## src/rtl/instr_fetch.sv

```systemverilog
// Instruction fetch stage: issues reads to a synchronous program ROM at the
// current PC, buffers returned words and their addresses in a small prefetch
// FIFO, and presents them to decode with a valid/ready handshake. A redirect
// flushes buffered and returning work so the PC can take the jump alone.
module instr_fetch #(
  parameter int ADDR_W  = 11,
  parameter int INSTR_W = 16,
  parameter int DEPTH   = 2
) (
  input  logic               clk,
  input  logic               reset,
  input  logic               enable,
  input  logic [ADDR_W-1:0]  pc,
  input  logic               redirect,
  output logic               pc_advance,
  output logic               mem_en,
  output logic [ADDR_W-1:0]  mem_addr,
  input  logic [INSTR_W-1:0] mem_rdata,
  output logic               instr_valid,
  input  logic               instr_ready,
  output logic [INSTR_W-1:0] instr,
  output logic [ADDR_W-1:0]  instr_pc
);

  localparam int PTR_W = (DEPTH > 1) ? $clog2(DEPTH) : 1;
  localparam int CNT_W = PTR_W + 1;
  localparam logic [CNT_W:0] DEPTH_L = (CNT_W + 1)'(DEPTH);

  typedef enum logic [1:0] {
    IDLE  = 2'd0,
    RUN   = 2'd1,
    DRAIN = 2'd2
  } state_t;

  state_t             state;
  logic [CNT_W-1:0]   count;
  logic [PTR_W-1:0]   wr_ptr;
  logic [PTR_W-1:0]   rd_ptr;
  logic [INSTR_W-1:0] data_mem [DEPTH];
  logic [ADDR_W-1:0]  tag_mem  [DEPTH];

  // Return tracking: with a 1-cycle ROM, a read issued in cycle N returns
  // in cycle N+1, so one flag and one address tag cover all outstanding work.
  logic               inflight;
  logic [ADDR_W-1:0]  tag;

  logic               issue;
  logic               push;
  logic               pop;
  logic               flush;
  logic [CNT_W:0]     occupancy;

  assign instr_valid = (count != '0);
  assign instr       = data_mem[rd_ptr];
  assign instr_pc    = tag_mem[rd_ptr];
  assign pop         = instr_valid && instr_ready;

  // A redirect outside IDLE flushes the FIFO. The word returning in the same
  // cycle belongs to the old stream and is dropped by not writing it, which
  // is all the kill handling a single-cycle ROM needs.
  assign flush       = redirect && (state != IDLE);
  assign push        = inflight && !flush;

  assign occupancy   = {1'b0, count} + {{CNT_W{1'b0}}, inflight};

  // Issue decision. It must react in the same cycle to instr_ready and
  // redirect, so the ROM strobe and PC advance are decoded from registered
  // state rather than registered themselves.
  always_comb begin
    // NOTE: every always_comb output gets a default first so no path can
    // leave it unassigned and infer a latch.
    issue = 1'b0;
    if (state == RUN && !redirect) begin
      issue = (occupancy < DEPTH_L) || pop;
    end
  end

  assign mem_en     = issue;
  assign pc_advance = issue;
  assign mem_addr   = pc;

  // Remember whether a read is outstanding and which address it came from.
  always_ff @(posedge clk or posedge reset) begin
    // NOTE: sequential state is updated with non-blocking assignments so
    // every flop samples the pre-edge values regardless of statement order.
    if (reset) begin
      inflight <= 1'b0;
      tag      <= '0;
    end else begin
      inflight <= issue;
      if (issue) begin
        tag <= pc;
      end
    end
  end

  // Prefetch FIFO: write returned words at the tail, pop at the head,
  // flush everything on a redirect.
  always_ff @(posedge clk or posedge reset) begin
    if (reset) begin
      count  <= '0;
      wr_ptr <= '0;
      rd_ptr <= '0;
      // NOTE: storage is cleared on reset only because instr and instr_pc
      // must read as zero out of reset; with only DEPTH entries this is cheap.
      for (int i = 0; i < DEPTH; i++) begin
        data_mem[i] <= '0;
        tag_mem[i]  <= '0;
      end
    end else if (flush) begin
      count  <= '0;
      wr_ptr <= '0;
      rd_ptr <= '0;
    end else begin
      if (push) begin
        data_mem[wr_ptr] <= mem_rdata;
        tag_mem[wr_ptr]  <= tag;
        wr_ptr           <= wr_ptr + PTR_W'(1);
      end
      if (pop) begin
        rd_ptr <= rd_ptr + PTR_W'(1);
      end
      count <= count + CNT_W'(push) - CNT_W'(pop);
    end
  end

  // Run-control FSM: IDLE waits for enable, RUN issues, DRAIN lets the last
  // outstanding read land before going idle (or straight back to RUN).
  always_ff @(posedge clk or posedge reset) begin
    if (reset) begin
      state <= IDLE;
    end else begin
      case (state)
        IDLE: begin
          if (enable) begin
            state <= RUN;
          end
        end
        RUN: begin
          if (!enable) begin
            state <= DRAIN;
          end
        end
        DRAIN: begin
          if (!inflight) begin
            state <= enable ? RUN : IDLE;
          end
        end
        default: state <= IDLE;
      endcase
    end
  end

endmodule
```

## config.mk

```make
export PLATFORM = sky130hd
export DESIGN_NAME = instr_fetch
export DESIGN_NICKNAME = d
export VERILOG_FILES = /design/src/rtl/instr_fetch.sv
export SDC_FILE = /design/constraint.sdc
export NUM_CORES = 1
export LEC_CHECK = 0
export CAP_MARGIN = 20
export CORE_MARGIN = 2
export CORE_UTILIZATION = 50
export CTS_CLUSTER_SIZE = 25
export DETAILED_ROUTE_END_ITERATION = 10
export MAX_ROUTING_LAYER = met4
export PLACE_DENSITY = 0.79
export SKIP_LAST_GASP = 1
export SYNTH_ARGS = -nofsm -noshare
export SYNTH_HDL_FRONTEND = slang
export SYNTH_SLANG_ARGS = --single-unit
```

## constraint.sdc

```tcl
create_clock -name clk -period 2.9 [get_ports clk]
set_input_delay 0.58 -clock clk [delete_from_list [all_inputs] [get_ports clk]]
set_output_delay 0.58 -clock clk [all_outputs]
set_load 0.05 [all_outputs]
```

==> out/metrics.cfg <==
[run_status]
status = complete, no violations

[synth]
synth_enable_flop_cells = 0
ys_ff_latch = 72
synthArstFlopShare_pct = 100
postSynthAreaPerCell_sq_um = 15.1
yosysWarnings = 0
ys.flop_type = dfrtp_1
syn_area_sq_um = 3270
synth_nets = 249
ys_seq_area_share_pct = 55.1
synthCells = 216
ys_types = 24

[timing]
fin_crit_sh_pct = 85.3
fin_ws_ps = 427
fin_crit_ps = 2470
grt_setup_unrepaired = no
relSlewSlack_pct = 66.2
worstMarginPinSlew_ps = 505
hold_viol = 0
final_max_slew_viol_count = 0
fin_setup_tns_ps = 0
setup_viol = 0
finalClockSkew_ps = 10.7
fmax_mhz = 404

[critical_path]
timing.rr.start = state[0]
path_buf_inv = 2
end_kind = output pin
cp_top_family = buffers and inverters
worst-setup-path-type = in -> out
critPathSlowestCell = clkdlybuf4s50_1
reg2reg_slack_ps = 1030
crit_fanout = 2
crit_chain = clkdlybuf4s50_1, clkdlybuf4s50_1
timing.rr.end = data_mem[21]
reg2reg_depth = 4
cp_data_arrival_time_ps = 1890
cp.required_ps = 2320
max_stage_delay_ps = 810
critPathMostFrequentCell = clkdlybuf4s50_1
critPathLaunchType = primary input

[final_layout]
stdcell_count = 367
post-route-util_pct = 67.8
antenna_cells = 0
final_layout_size_suffix_gt1_share_pct = 51.4
final_nets = 318
mostFrequentLayoutCells = 72 x mux2_2, 72 x dfrtp_1, 43 x clkdlybuf4s50_1
area_delta_synth_final_pct = 31.6

[global_route]
grt_max_degree = 32
grt_antenna_before_repair = 0
grt_first_pass_wirelength_um = 9570
grt_overflow = 0
grt_pass1_vias = 2002
grtUsageTotal_pct = 17.7

[die]
coreArea_sq_um = 6350
rows = 29
num_io_pins = 73
dieArea_sq_um = 7200
start_util_pct = 51.5
die_height_um = 84.9
die_w_um = 84.9

[clock_tree]
root_buffer = clkbuf_8
cts_tree = built
cts_resized = 0
path_clk_slew_ps = 80
htreeDepth = 3
post_cts_buffers = 0
numCtsBuffers = 9
ctsHoldBuffers = 0
cts_buffer_depth = 2
clkLatencyLatePin_ps = 340
cts_sinks = 72

[place]
dp_hpwl_um = 3970
place.gp.congestion = 0.736
portBuffers = 72
placed_cells = 351
dp_slack_ps = 425

[min_path]
hold_path_class = in -> async

[drt]
wl_per_cell_um = 15.8
routed_via_density = 5.18
drtIter0Drc = 53
wl_um = 5810
dr.pass1.iters = 4
drc = 0
num_vias = 1900
antenna_left = 0

[pwr]
powerDensity_nw_per_um2 = 1310
power.total_mw = 5.63
leakage_nw = 1.96
vdd_drop_max_uv = 808

[job]
maxCapViolCount = 0

[worst max path at each step]
stage	from	to	slack [ps]	depth (start not counted)
finish	pc[0]	mem_addr[0]	430	2
floorplan	reset	count[0]	500	1
global route	pc[0]	mem_addr[0]	400	2
global placement	pc[10]	mem_addr[10]	430	2
CTS	pc[0]	mem_addr[0]	420	2
detailed placement	pc[0]	mem_addr[0]	420	2
[layout make-up]
class | instances | area [sq um]
fillers | 468 | 2050
flip-flops and latches | 72 | 1800
multi-input cells | 119 | 1280
repair buffers | 80 | 908
clock buffers | 11 | 151
well taps | 77 | 96.3
clock inverters | 5 | 55.1
inverters | 3 | 11.3
[through the flow]
stage / instance area [sq um] / hold WS, ps
global route: 4300 / 499
CTS: 4300 / 481
finish: 4300 / 497
global placement: 4100 / 483
detailed placement: 4100 / 491
floorplan: 3270 / 475
[cell families (layout without fill, tap and decap cells)]
kind of cell,count (synthesis),in the layout,synth area share [%]
buf+inv,25,99,5.85
simple gates,14,14,2.18
compound gates,8,8,1.45
flops,72,72,55.1
mux,92,92,34.0
fa+ha+maj,1,1,0.382
xor+xnor,4,4,1.07
[cell usage after synthesis (all sizes together) (2+ instances only)]
cell type,number,area share [%]
o21ai,3,0.46
a21oi,2,0.31
inv,3,0.34
mux2,92,34
dfrtp,72,55
nor2,4,0.46
nand2,3,0.34
and2,2,0.38
xnor2,3,0.80
buf,21,5.4
o21a,2,0.46
[power by group]
part / switching [mW] / internal, mW
logic: 1.59 / 1.53
registers: 0.245 / 1.46
clock network: 0.358 / 0.441
[flip-flops by register name, summed over array words and instances (netlist names)]
name,count
tag,11
wr_ptr,1
count,2
inflight,1
tag_mem,22
state,2
rd_ptr,1
data_mem,32
[layer usage]
| metal | vias to the layer above | global-route usage (%) | part of all wire (%) |
|---|---|---|---|
| met4 | 0 | 4.76 | 0.86 |
| met5 | - | - | 0 |
| met1 | 946 | 23.1 | 46 |
| li1 | 887 | - | - |
| met2 | 60 | 26.8 | 47 |
| met3 | 7 | 5.93 | 6.3 |
No activity file was read; power rests on OpenSTA's default activity.
